### src/rtl/lif_pkg.sv
// Shared constants and helpers for the leaky integrate-and-fire neuron array.
package lif_pkg;

    localparam int REF_W       = 4;
    localparam int N_MIN       = 1;
    localparam int N_MAX       = 16;
    localparam int W_MIN       = 2;
    localparam int W_MAX       = 12;
    localparam int REFRAC_MAX  = (1 << REF_W) - 1;
    localparam int COUNT_W_MIN = 1;
    localparam int SUM_W       = W_MAX + 1;

    // Unsigned add clamped to 2^w-1; operands are zero-extended to SUM_W.
    function automatic logic [SUM_W-1:0] sat_add(
        input logic [SUM_W-1:0] a,
        input logic [SUM_W-1:0] b,
        input int unsigned      w
    );
        logic [SUM_W:0]   s;
        logic [SUM_W-1:0] lim;
        s   = {1'b0, a} + {1'b0, b};
        lim = SUM_W'(1) << w;
        lim = lim - SUM_W'(1);
        return (s > {1'b0, lim}) ? lim : s[SUM_W-1:0];
    endfunction

endpackage

### src/rtl/lif_cell.sv
// One leaky integrate-and-fire channel: membrane, refractory timer and
// saturating spike counter, advanced once per step strobe.
module lif_cell
    import lif_pkg::*;
#(
    parameter int W          = 4,
    parameter int LEAK_SHIFT = 1,
    parameter int REFRAC     = 2,
    parameter int COUNT_W    = 8
) (
    input  logic               clk,
    input  logic               reset_n,
    input  logic               step,
    input  logic [W-1:0]       current,
    input  logic [W-1:0]       threshold,
    input  logic               cnt_clear,
    output logic [W-1:0]       state,
    output logic               spk,
    output logic [COUNT_W-1:0] spk_count
);

    localparam logic [REF_W-1:0] REF_INIT = REF_W'(REFRAC);

    logic [W-1:0]       r_mem;
    logic [REF_W-1:0]   r_ref;
    logic [COUNT_W-1:0] r_cnt;
    logic               r_spk;

    logic [W-1:0]     w_decay;
    logic [SUM_W-1:0] w_sum;
    logic             w_fire;

    assign w_decay = r_mem - (r_mem >> LEAK_SHIFT);
    assign w_sum   = sat_add(SUM_W'(w_decay), SUM_W'(current), W);
    assign w_fire  = (w_sum >= SUM_W'(threshold));

    always_ff @(posedge clk or negedge reset_n) begin
        if (!reset_n) begin
            r_mem <= '0;
            r_ref <= '0;
            r_cnt <= '0;
            r_spk <= 1'b0;
        end else begin
            r_spk <= 1'b0;
            if (step) begin
                if (r_ref != '0) begin
                    r_mem <= '0;
                    r_ref <= r_ref - REF_W'(1);
                end else if (w_fire) begin
                    r_mem <= '0;
                    r_ref <= REF_INIT;
                    r_spk <= 1'b1;
                    if (r_cnt != '1)
                        r_cnt <= r_cnt + COUNT_W'(1);
                end else begin
                    r_mem <= w_sum[W-1:0];
                end
            end
            // Clear wins over a same-cycle increment; the spike still pulses.
            if (cnt_clear)
                r_cnt <= '0;
        end
    end

    assign state     = r_mem;
    assign spk       = r_spk;
    assign spk_count = r_cnt;

endmodule

### src/rtl/lif_array.sv
// Array of N independent LIF channels sharing step and threshold; per-channel
// buses are packed with channel i at [i*width +: width].
module lif_array
    import lif_pkg::*;
#(
    parameter int N          = 2,
    parameter int W          = 4,
    parameter int LEAK_SHIFT = 1,
    parameter int REFRAC     = 2,
    parameter int COUNT_W    = 8
) (
    input  logic                 clk,
    input  logic                 reset_n,
    input  logic                 step,
    input  logic [N*W-1:0]       current,
    input  logic [W-1:0]         threshold,
    input  logic                 cnt_clear,
    output logic [N*W-1:0]       state,
    output logic [N-1:0]         spk,
    output logic [N*COUNT_W-1:0] spk_count
);

    if (N < N_MIN || N > N_MAX) begin : g_bad_n
        $error("lif_array: N out of range");
    end
    if (W < W_MIN || W > W_MAX) begin : g_bad_w
        $error("lif_array: W out of range");
    end
    if (LEAK_SHIFT < 1 || LEAK_SHIFT > W) begin : g_bad_leak
        $error("lif_array: LEAK_SHIFT out of range");
    end
    if (REFRAC < 0 || REFRAC > REFRAC_MAX) begin : g_bad_refrac
        $error("lif_array: REFRAC does not fit the refractory counter");
    end
    if (COUNT_W < COUNT_W_MIN) begin : g_bad_count
        $error("lif_array: COUNT_W out of range");
    end

    for (genvar i = 0; i < N; i++) begin : g_cell
        lif_cell #(
            .W          (W),
            .LEAK_SHIFT (LEAK_SHIFT),
            .REFRAC     (REFRAC),
            .COUNT_W    (COUNT_W)
        ) u_cell (
            .clk       (clk),
            .reset_n   (reset_n),
            .step      (step),
            .current   (current[i*W +: W]),
            .threshold (threshold),
            .cnt_clear (cnt_clear),
            .state     (state[i*W +: W]),
            .spk       (spk[i]),
            .spk_count (spk_count[i*COUNT_W +: COUNT_W])
        );
    end

endmodule

### config.mk
export PLATFORM = sky130hd
export DESIGN_NAME = lif_array
export DESIGN_NICKNAME = d
export VERILOG_FILES = /design/src/rtl/lif_pkg.sv /design/src/rtl/lif_cell.sv /design/src/rtl/lif_array.sv
export SDC_FILE = /design/constraint.sdc
export NUM_CORES = 1
export LEC_CHECK = 0
export ABC_AREA = 1
export ABC_CLOCK_PERIOD_IN_PS = 3000
export CAP_MARGIN = 20
export CORE_MARGIN = 1.5
export CORE_UTILIZATION = 43
export DETAILED_ROUTE_END_ITERATION = 10
export MAX_ROUTING_LAYER = met4
export PLACE_DENSITY = 0.69
export SETUP_SLACK_MARGIN = 0.3
export SLEW_MARGIN = 20
export SYNTH_ARGS = -nofsm -noshare
export SYNTH_HDL_FRONTEND = slang
export SYNTH_HIERARCHICAL = 1
export SYNTH_SLANG_ARGS = --single-unit
### constraint.sdc
create_clock -name clk -period 3 [get_ports clk]
set_clock_uncertainty 0.1 [all_clocks]
set_input_delay 0.75 -clock clk [delete_from_list [all_inputs] [get_ports clk]]
set_output_delay 0.75 -clock clk [all_outputs]
set_load 0.02 [all_outputs]
# Word-level counts from Yosys, hierarchy flattened
# Cells that the tools add are included.
[totals] latchBits=0 rom_bits=0 output_inout_bits=26 regBits=34 elab_cells=63 mem_count=0 ramBits=0
[op_classes] div=0 add_sub_neg=8 mux=26 eq_ne=4 n_mul=0 n_reduce_logical=13 magnitude_cmp=4 shift=0 n_bitwise=0
[ops] operator="two-way mux 8 bit" n=10
[ops] operator="two-way mux 4 bit" n=8
[ops] operator="greater-than comparator 14 x 4 -> 1 bit (second input constant)" n=2
[ops] operator=">= comparator 13 x 4 -> 1 bit" n=2
[ops] operator="two-way mux 13 bit" n=2
[ops] operator="adder 8 x 1 -> 8 bit (second input constant)" n=2
[ops] operator="!= test 8 bit (second input constant)" n=2
[ops] operator="nonzero test 2 bit" n=7
[ops] operator="adder 4 x 4 -> 5 bit" n=2
[ops] operator="AND reduction 4 bit" n=2
[ops] operator="nonzero test 4 bit" n=2
[ops] operator="subtractor 4 x 1 -> 4 bit (second input constant)" n=2
[ops] operator="subtractor 4 x 3 -> 4 bit" n=2
[ops] operator="two-way mux 1 bit" n=6
[ops] operator="!= test 2 bit (second input constant)" n=2
[ops] operator="AND reduction 2 bit" n=2

# Longest topological paths before layout
# Gate-level depths: netlist (run 1).
[depth] ltp_word=9 mapped_depth=19 ltp_nobuf=19

# Hierarchy
# The synthesis (run 1) kept the hierarchy.
[by_module_without_submodules] mod="lif_cell" cells_per_inst=189 area_per_inst_um2=1330.0 instances=2

# Least setup slack after synthesis (run 1)
# OpenSTA, ideal clock, no wires.
[synth_path] path_kind="register to register" from="register g_cell[0].u_cell.r_mem[0]" to="register g_cell[0].u_cell.r_cnt[0]" arrival_ns=2.907 path_slack_ns=-0.125 period_less_slack_ns=3.125 t_required_ns=2.782 stages_incl_launch_ff=16 path_cell_list="dfrtp_1 inv_1 ha_1 fa_1 inv_1 fa_1 nand3_1 nand2_1 or2_2 ha_1 nand3_1 nand3_2 nand2_4 nand2_4 nand2_1 nand2_1"
[synth_via] elab_chain_len=7
[synth_rtl] element="from (decl)" line="lif_cell.sv:24" text="logic [W-1:0] r_mem;"
[synth_rtl] element="from (signal assigned)" line="lif_cell.sv:56" text="r_mem <= w_sum[W-1:0];"
[synth_rtl] element="subtractor 4 x 3 -> 4 bit *" line="lif_cell.sv:33" text="assign w_decay = r_mem - (r_mem >> LEAK_SHIFT);"
[synth_rtl] element="adder 4 x 4 -> 5 bit *" line="lif_pkg.sv:21" text="s = {1'b0, a} + {1'b0, b};"
[synth_rtl] element="greater-than comparator 14 x 4 -> 1 bit" line="lif_pkg.sv:24" text="return (s > {1'b0, lim}) ? lim : s[SUM_W-1:0];"
[synth_rtl] element="two-way mux 13 bit *" line="lif_pkg.sv:24"
[synth_rtl] element=">= comparator 13 x 4 -> 1 bit *" line="lif_cell.sv:35" text="assign w_fire = (w_sum >= SUM_W'(threshold));"
[synth_rtl] element="nonzero test 2 bit (no source line) *"
[synth_rtl] element="AND reduction 4 bit (no source line) *"
[synth_rtl] element="to (signal assigned)" line="lif_cell.sv:54" text="r_cnt <= r_cnt + COUNT_W'(1);"
[synth_rtl] element="to (decl)" line="lif_cell.sv:26" text="logic [COUNT_W-1:0] r_cnt;"
# Every way passes the cells marked *; elsewhere a longest branch is shown, timed or not.
# A chain may end at the register's enable or synchronous reset.

# Worst setup path in the final report (run 1)
[layout_path] from="register g_cell[0].u_cell.r_mem[1]" to="register g_cell[0].u_cell.r_cnt[0]"
# The elaborated chain is that of the path after synthesis.

==> metrics.cfg, run 1 <==
[synth]
ys_async_sr_fraction=1.00
synth_seq_area_share=0.320
netlist.area_leader.share=0.320
ys_warn_count=6
synthCells=378
yosys_most_used_dff=dfrtp_1
synthAdderAreaFrac=0.152
synthSimpleGateAreaFrac=0.367
netlist_top_cells_area=dfrtp_1 (32%), nand2_1 (17%), ha_1 (12%)
synth-edff-count=0
yosysTopAreaCell=dfrtp_1
synth_most_common_cell=nand2_1
synth_common_cells=nand2_1 (118), inv_1 (58), nand3_1 (44)
synth_compound_area_frac=0.0470
muxShareOfSynthArea=0
syn_avg_cell_area_um2=7.04
synthesis.nets=424
synth-seq-cells=34
synth_area_mm2=0.00266
synthDistinctLibCells=23
synth_top_family_by_area=simple AND/OR/NAND/NOR gates
synth-xor-area-share=0.0198

[placement]
gp_congestion=0.898
port_buffers=41
hpwl_um=4460
dpl_cell_area_mm2=0.00346

[timing]
slew_headroom=0.611
rsz0062_at_grt=true
setup_slack_ns=-0.0511
fmax_ghz=0.328
worst_pin_slew_ns=0.581
finalSetupTns_ns=-0.484
finalMaxSlewViolations=0
finalSetupViolCount=16
period_share=1.02
hold_violations=0
whs_ns=0.401
period_minus_slack_ns=3.05

[die]
core_area_mm2=0.00596
dieArea_mm2=0.00667
num_rows=28
io_pins=42
die_y_um=81.7
start_util=0.447
die_x_um=81.7

[critical_path]
worstSetupPathType=flip-flop to flip-flop
required_ns=3.13
timing.critical_path.cells=ha_4 > fa_2 > inv_2 > fa_2 > nand3_2 > nand2_4 > inv_2 > nand2_2 > ha_4 > nand2_1 > inv_1 > nand3_2 > nand3_4 > nand2_8 > nand2_8 > nand2_2 > nand2_1
crit_path_max_fanout=7
cpPeakStageDelay_ns=0.52
cp-start-kind=flip-flop
arrival_ns=3.18
crit_path_top_delay_cell=fa_2
worstSetupEndpointType=flip-flop

[clocking]
cts_tree=built
clock_sinks=34
clk_root_buffer_cell=clkbuf_8
cts.clk_slew.worst_paths_ns=0.07
cts_buffers=5
clockBufferDepth=2
clk_latency_ns=0.29
htree_levels=2

[route]
routed_via_density=5.02
wire_per_inst_um=12.5
antenna_left=0
firstDrtPassIters=5
drtIter0Drc=101
vias=2692
wl_um=6690
drc=0

[run_status]
violations=negative setup slack
status=finished with violations

[layout]
area_growth_syn_to_layout_pct=50.0
num_antenna_cells=0
postLayoutCellArea_mm2=0.00399
fin_nets=506
drive_gt1_frac=0.312

[grt]
grt_max_degree=35
grt_pass1_wl_um=11100
gr-total-overflow=0
antenna_found_initial=0
grt_pass1_vias=2554
track_usage=0.219

[min_path]
hold_path.class=flip-flop to flip-flop

[flow_run]
drv_cap=0

sequential cells by signal, summed over array words and instances (netlist names):
signal	cells
g_cell.u_cell/r_ref	8
g_cell.u_cell/spk	2
g_cell.u_cell/spk_count	16
g_cell.u_cell/state	8
layer usage:
metal  GRT usage  part of all wire  vias to the layer above
met2       0.368              0.53                       59
met3      0.0411             0.032                        7
met1       0.267              0.43                     1260
met4      0.0661             0.012                        0
met5           -                 0                        -
li1            -                 -                     1366
worst paths after layout:
check                                     startpoint                       endpoint  slack [ns]  depth (start not counted)
max                        g_cell[0].u_cell/state[1]  g_cell[0].u_cell/spk_count[0]       -0.05                         17
min                        g_cell[0].u_cell/r_ref[0]      g_cell[0].u_cell/r_ref[0]        0.40                          2
max reg2reg                g_cell[0].u_cell/state[1]  g_cell[0].u_cell/spk_count[0]       -0.05                         17
min reg2reg                g_cell[0].u_cell/r_ref[0]      g_cell[0].u_cell/r_ref[0]        0.40                          2
max in group asynchronous                    reset_n      g_cell[0].u_cell/state[0]        1.70                          2
min in group asynchronous                    reset_n  g_cell[1].u_cell/spk_count[7]        0.76                          2
layout by cell type, fill, tap and decap left out, types with 5 or more instances in the layout:
cell type        Yosys  final
nand2_1            118     91
inv_1               58     49
clkdlybuf4s50_1      0     41
nor2_1              36     34
nand3_1             44     32
buf_4                2     31
dfrtp_1             34     26
nand2_2              0     22
ha_4                 0     12
nand3_2              2     11
ha_1                26     11
inv_2                0      9
nand2_4              4      8
nand4_1              8      8
dfrtp_2              0      8
a21oi_2              2      7
clkbuf_8             0      5
o21ai_2              2      5
o21ai_1              2      5
buf_6                0      5
cell families (layout without fill, tap and decap cells):
group | Yosys count | in the layout
flip-flops | 34 | 34
AO/OA/AOI/OAI | 22 | 22
adder cells (fa/ha/maj) | 30 | 30
AND/OR/NAND/NOR | 222 | 224
XOR/XNOR | 6 | 6
buffers and inverters | 64 | 145
layout make-up:
| cell class | instances | area, µm² |
|---|---|---|
| Clock buffer | 8 | 80.1 |
| Fill cell | 495 | 1970 |
| Inverter | 60 | 225 |
| Multi-Input combinational cell | 282 | 2030 |
| Sequential cell | 34 | 861 |
| Tap cell | 75 | 93.8 |
| Timing Repair Buffer | 77 | 699 |
what timing repair did:
action,in CTS,in global routing
hold buffers,0,0
setup endpoints to repair,34,34
gates cloned,2,0
pin swaps,37,15
gates resized for setup,47,28
setup buffers,12,5
critical path: cells and delay by family, from the launching register on:
family                     cells  cell delay [ns]
adders and majority gates      4             1.34
and+or+nand+nor               10             0.91
DFF                            1             0.45
buffers and inverters          3             0.20
metrics by stage:
step | std cells | setup WS [ns] | utilization
global route | 536 | -0.230 | 0.670
CTS | 531 | -0.0165 | 0.643
global placement | 509 | -0.219 | 0.581
finish | 536 | -0.0511 | 0.670
detailed placement | 509 | -0.283 | 0.581
floorplan | 378 | 0.126 | -
Power of run 1 is not shown: default switching activity piles up to over one toggle a cycle in this logic, so the estimate is an artifact.
==> run 2, diff against run 1 <==
--- a/config.mk
+++ b/config.mk
@@ -10,6 +10,7 @@
 export CAP_MARGIN = 20
 export CORE_MARGIN = 1.5
 export CORE_UTILIZATION = 43
+export CTS_CLUSTER_DIAMETER = 80
 export DETAILED_ROUTE_END_ITERATION = 10
 export MAX_ROUTING_LAYER = met4
 export PLACE_DENSITY = 0.69
==> results of run 2 <==
Same layout as run 1: the final DEF is identical, and so are final timing and power.
Power of run 2 is left out for the same reason.
==> edit 1: new RTL, config.mk and constraints of run 1 <==
Put a register stage on the output `state`. The value now appears one clock later. The other outputs are not delayed to match.
--- a/src/rtl/lif_array.sv
+++ b/src/rtl/lif_array.sv
@@ -20,4 +20,6 @@
     output logic [N*COUNT_W-1:0] spk_count
 );
+
+    logic [N*W-1:0] state_d;
 
     if (N < N_MIN || N > N_MAX) begin : g_bad_n
@@ -50,5 +52,5 @@
             .threshold (threshold),
             .cnt_clear (cnt_clear),
-            .state     (state[i*W +: W]),
+            .state     (state_d[i*W +: W]),
             .spk       (spk[i]),
             .spk_count (spk_count[i*COUNT_W +: COUNT_W])
@@ -56,4 +58,8 @@
     end
 
+    always_ff @(posedge clk) begin
+        state <= state_d;
+    end
+
 endmodule
 
Function: changed (Yosys sat finds a counterexample within 4 cycles, from zero or initial values and one cycle with reset_n low).
==> edit 1 against run 1 <==
  * The run still ends with setup timing left
  * Routed wire length rose by 4.4%
  * Largest cell class unchanged
  * Setup slack got worse by 63 ps
  * Sequential cell count rose by 8
  * Hold slack got worse by 58 ps
  * Final area rose by 4.0%
  * Die area rose by 5.8%
  * Non-clock buffer count did not move
  * Count of clock-buffer cells in the layout fell by 1
  * First-iteration DRC count rose by 88%
  * Synthesized area rose by 6.0%
Power is left out: the tool's default activity adds up to more than one toggle a clock period on the data nets, which glitch-free logic cannot reach.
==> edit 1: results (changes against run 1) <==
- Met1 wire length: 3010 microns (+5.4%)
- Final setup vio count: 25 (+9)
- Largest cells by area after synthesis: dfrtp_1 30%, nand2_1 16%, ha_1 12%, nand3_1 7.8%, inv_1 7.7%
- Register area share after synthesis: 35.8% (+3.9 points)
- Total CTS buffers: 5 (unchanged)
- DR WL/cell: 12.8 microns (+2.5%)
- Synth Warn #: 6 (unchanged)
- CP max FO: 7 (unchanged)
- Fillers: 512 (+3.4%)
- DR WL met3: 250 microns (+15%)
- Setup ws final: -114 ps (-62.5 ps)
- Clk buf depth: 2 (unchanged)
- Yosys cell types: 24 (+4.3%)
- Initial antenna violation count: 0 (unchanged)
- Fraction of layout cells with a size suffix above 1: 27.3% (-3.9 points)
- Vias per cell: 5.01 (-0.23%)
- Antenna fix cells: 0 (unchanged)
- Violated checks: setup timing
- Vias in the first global route: 2674 (+4.7%)
- Arrival time at the worst endpoint: 3200 ps (+20 ps)
- Hold/Removal Path Class: reg2reg
- Drt first pass iters: 4 (-1)
- Net Count, Synth: 432 (+1.9%)
- Status: finished with violations
- First-pass GRT wire length: 11500 microns (+3.8%)
- Worst-Margin Slew: 433 ps (-148 ps)
- Max reg flops: 16 (unchanged)
- DP HPWL: 4720 microns (+5.7%)
- WL met2: 3610 microns (+2.2%)
- Setup tns final: -1450 ps (-966 ps)
- Nets: 514 (+1.6%)
- Gpl congestion: 0.891 (-0.79%)
- Total GRT Usage: 20.3% (-1.5 points)
- DR iter-0 viols: 190 (+88%)
- Pre-CTS setup slack: -306 ps (-23.1 ps)
- Pin count of the biggest net entering global routing: 35 (unchanged)
- Post-synth ARST share: 81.0% (-19 points)
[edit 1: cell count changes after synthesis]
cell / change
dfxtp_1: +8
[edit 1: worst paths after layout]
check | from | end | depth (start not counted)
max | g_cell[0].u_cell/state[2]$_DFFE_PN0P_ | g_cell[0].u_cell/spk_count[0]$_DFFE_PN0P_ | 17
min | g_cell[1].u_cell/state[1]$_DFFE_PN0P_ | state[5]$_DFF_P_ | 0
max reg2reg | g_cell[0].u_cell/state[2]$_DFFE_PN0P_ | g_cell[0].u_cell/spk_count[0]$_DFFE_PN0P_ | 17
min reg2reg | g_cell[1].u_cell/state[1]$_DFFE_PN0P_ | state[5]$_DFF_P_ | 0
max in group asynchronous | reset_n | g_cell[1].u_cell/state[2]$_DFFE_PN0P_ | 2
min in group asynchronous | reset_n | g_cell[0].u_cell/spk_count[6]$_DFFE_PN0P_ | 2
[edit 1: stage by stage]
stage                     area (sq um)  util [%]  cells  hold WS [ps]
final                             4150      65.3    546           343
after global routing              4150      65.3    546           353
after CTS                         3930      61.8    540           343
after detailed placement          3620      57.1    524           314
after global placement            3620      57.1    524           308
after floorplan                   2960         -    386           268
[edit 1: cell families after synthesis]
logic type / Yosys count / share of synthesized area, %
buffers and inverters: 64 / 8.87
xor gates and xnor gates: 6 / 1.86
DFF: 42 / 35.8
and+or+nand+nor: 222 / 34.6
adders and majority gates: 30 / 14.4
AOI/OAI and AO/OA: 22 / 4.44
[edit 1: layout make-up]
class                   count  area share, %
inverters                  60           5.55
clock inverters             1          0.724
multi-input cells         282           48.3
flip-flops and latches     42           24.5
repair buffers             77           16.8
well taps                  77           2.32
clock buffers               7           1.84
[edit 1: metal layers]
metal,track usage [%],vias to the layer above
li1,-,1394
met2,35.3,55
met5,-,-
met1,24.4,1276
met3,3.56,11
met4,5.51,0
[edit 1: timing repair]
| action | 4_1_cts | 5_1_grt |
|---|---|---|
| setup endpoints to repair | 34 | 34 |
| pin swaps | 25 | 18 |
| buffers inserted | 7 | 5 |
| cloned | 1 | 1 |
| gates resized for setup | 36 | 41 |
[edit 1: critical path, stage by stage, from the launching register on]
cell and delay (ps):
dfrtp_2 440, ha_4 270, a21oi_2 170, o21ai_2 80, xor2_1 160, ha_1 360
a21oi_2 200, nand2_4 100, or2_4 260, ha_4 150, nand2_1 50, nand2_1 60
nand2_2 90, nand3_4 180, nand2_8 140, nand2_8 70, nand2_1 60, nand2_1 50
==> edit 2: new RTL, flow settings as in run 1 <==
Made on the original files. `COUNT_W` is set to 8 in 2 places; all go to 9.
--- a/src/rtl/lif_cell.sv
+++ b/src/rtl/lif_cell.sv
@@ -7,5 +7,5 @@
     parameter int LEAK_SHIFT = 1,
     parameter int REFRAC     = 2,
-    parameter int COUNT_W    = 8
+    parameter int COUNT_W    = 9
 ) (
     input  logic               clk,
--- a/src/rtl/lif_array.sv
+++ b/src/rtl/lif_array.sv
@@ -8,5 +8,5 @@
     parameter int LEAK_SHIFT = 1,
     parameter int REFRAC     = 2,
-    parameter int COUNT_W    = 8
+    parameter int COUNT_W    = 9
 ) (
     input  logic                 clk,
Interface: changed (resized spk_count); port bits go from 42 to 44. No check against the original RTL was run, so the function may have changed too.
==> edit 2 against run 1 <==
  * Final cell count increased by 2.1%
  * Critical endpoint is now g_cell[0].u_cell/spk_count[7]$_DFFE_PN0P_
  * Setup slack got worse by 72 ps
  * Maximum frequency decreased by 2.3%
  * Routed wire length decreased by 0.97%
  * Final area increased by 7.3%
  * Largest cell class unchanged
  * Sequential share of layout area decreased by 0.29 points
  * Global-route usage decreased by 1.7 points
  * Via count decreased by 0.26%
  * Synthesized area increased by 6.8%
  * Sequential cell count increased by 2
  * Hold slack improved by 48 ps
  * The run still ends with setup timing left
==> edit 2: results (changes against run 1) <==
- Vias in the first global route: 2638 (+3.3%)
- Final setup vio count: 30 (+14)
- Final non-filler cell total: 547 (+2.1%)
- Violated checks: setup timing
- Post-synth ARST share: 100% (unchanged)
- Arrival time at the worst endpoint: 3210 ps (+30 ps)
- CP max FO: 5 (-2)
- Net Count, Synth: 428 (+0.94%)
- Clk pin slew, worst setup/hold paths: 70 ps (about the same)
- Pre-CTS setup slack: -316 ps (-33.0 ps)
- Placed insts: 525 (+3.1%)
- CP max stage cell: dfrtp_2
- Yosys cell types: 25 (+8.7%)
- Nets: 517 (+2.2%)
- Status: finished with violations
- DP HPWL: 4670 microns (+4.6%)
- I/O Buffers: 43 (+4.9%)
- Lkg Pwr: 2.07 nW
- Crit-path max cell delay: 440 ps (-80 ps)
- Setup ws final: -123 ps (-71.8 ps)
- Total CTS buffers: 5 (unchanged)
- First-pass GRT wire length: 11400 microns (+3.3%)
- Initial antenna violation count: 0 (unchanged)
- Clk buf depth: 2 (unchanged)
- Vias per cell: 4.91 (-2.3%)
- Total GRT Usage: 20.1% (-1.7 points)
- Register area share after synthesis: 31.7% (-0.27 points)
- Gpl congestion: 0.849 (-5.4%)
- Max-slew headroom: 49.8% (-11 points)
- DR WL/cell: 12.1 microns (-3.0%)
- Antenna fix cells: 0 (unchanged)
- Fillers: 509 (+2.8%)
- Pin count of the biggest net entering global routing: 37 (+5.7%)
- Skew-Pair Late Insertion Delay: 290 ps (about the same)
- Peak VDD IR: 636 uV
- Max reg flops: 18 (+2)
- DR iter-0 viols: 43 (-57%)
- Largest cells by area after synthesis: dfrtp_1 32%, nand2_1 14%, ha_1 12%, inv_1 8.9%, nand3_1 5.6%
- Mean post-synth cell area: 7.47 sq um (+6.2%)
- Drt first pass iters: 4 (-1)
- Synth cell count leaders: 105 x nand2_1, 67 x inv_1, 36 x dfrtp_1
- Fraction of layout cells with a size suffix above 1: 35.5% (+4.3 points)
-- edit 2: routing by layer --
metal	vias up	track usage (%)	share of wire (%)
li1	1386	-	-
met1	1267	24.0	45
met2	27	35.3	52
met3	5	3.24	2.2
met4	0	5.37	0.65
met5	-	-	0
-- edit 2: worst max-delay path: cells and delay by family (launching register included) --
| family | cells | cell delay (ps) |
|---|---|---|
| simple gates | 10 | 1020 |
| xor+xnor | 1 | 140 |
| flops | 1 | 440 |
| fa+ha+maj | 4 | 1060 |
| buf+inv | 3 | 250 |
-- edit 2: cell families after synthesis --
logic type      synth area share, %
simple gates                   34.4
buf+inv                        10.2
flops                          31.7
fa+ha+maj                      15.2
compound gates                 4.14
xor+xnor                       4.32
-- edit 2: path summary, 6_finish.rpt --
check                      cells past startpoint                                        end                                  start  slack, ps
max in group asynchronous                      2      g_cell[0].u_cell/state[3]$_DFFE_PN0P_                                reset_n       1660
max                                           18  g_cell[0].u_cell/spk_count[7]$_DFFE_PN0P_  g_cell[0].u_cell/state[1]$_DFFE_PN0P_       -120
max reg2reg                                   18  g_cell[0].u_cell/spk_count[7]$_DFFE_PN0P_  g_cell[0].u_cell/state[1]$_DFFE_PN0P_       -120
min reg2reg                                    3      g_cell[0].u_cell/r_ref[0]$_DFFE_PN0P_  g_cell[0].u_cell/r_ref[0]$_DFFE_PN0P_        450
min in group asynchronous                      2      g_cell[1].u_cell/state[3]$_DFFE_PN0P_                                reset_n        780
min                                            3      g_cell[0].u_cell/r_ref[0]$_DFFE_PN0P_  g_cell[0].u_cell/r_ref[0]$_DFFE_PN0P_        450
-- edit 2: final cells by class --
| cell class | instances | area share (%) |
|---|---|---|
| timing repair buffer | 85 | 18.2 |
| multi-input combinational | 272 | 49.8 |
| inverter | 69 | 6.11 |
| clock buffer | 8 | 2.34 |
| sequential | 36 | 21.3 |
| tap | 77 | 2.25 |
-- edit 2: per-stage QoR --
step	total power [mW]	hold WS [ps]	cell area, sq um	TNS (ps)
CTS	3.29	454	4160	-968
finish	3.47	449	4280	-1600
global route	3.75	485	4280	-8130
global placement	2.47	431	3780	-7310
floorplan	1.90	354	3060	0
detailed placement	2.51	430	3780	-8370
-- edit 2: what timing repair did --
action | 4_1_cts | 5_1_grt
resized for setup | 37 | 33
setup endpoints to repair | 36 | 36
pin swaps | 30 | 19
buffers inserted | 10 | 2
gates cloned | 2 | 0
hold buffers | 0 | 0
-- edit 2: power breakdown --
part | internal (mW) | switching (mW) | total [mW] | leakage, nW
combinational | 1.19 | 1.22 | 2.42 | 1.55
clock | 0.210 | 0.169 | 0.379 | 0.0515
sequential | 0.592 | 0.0821 | 0.674 | 0.473
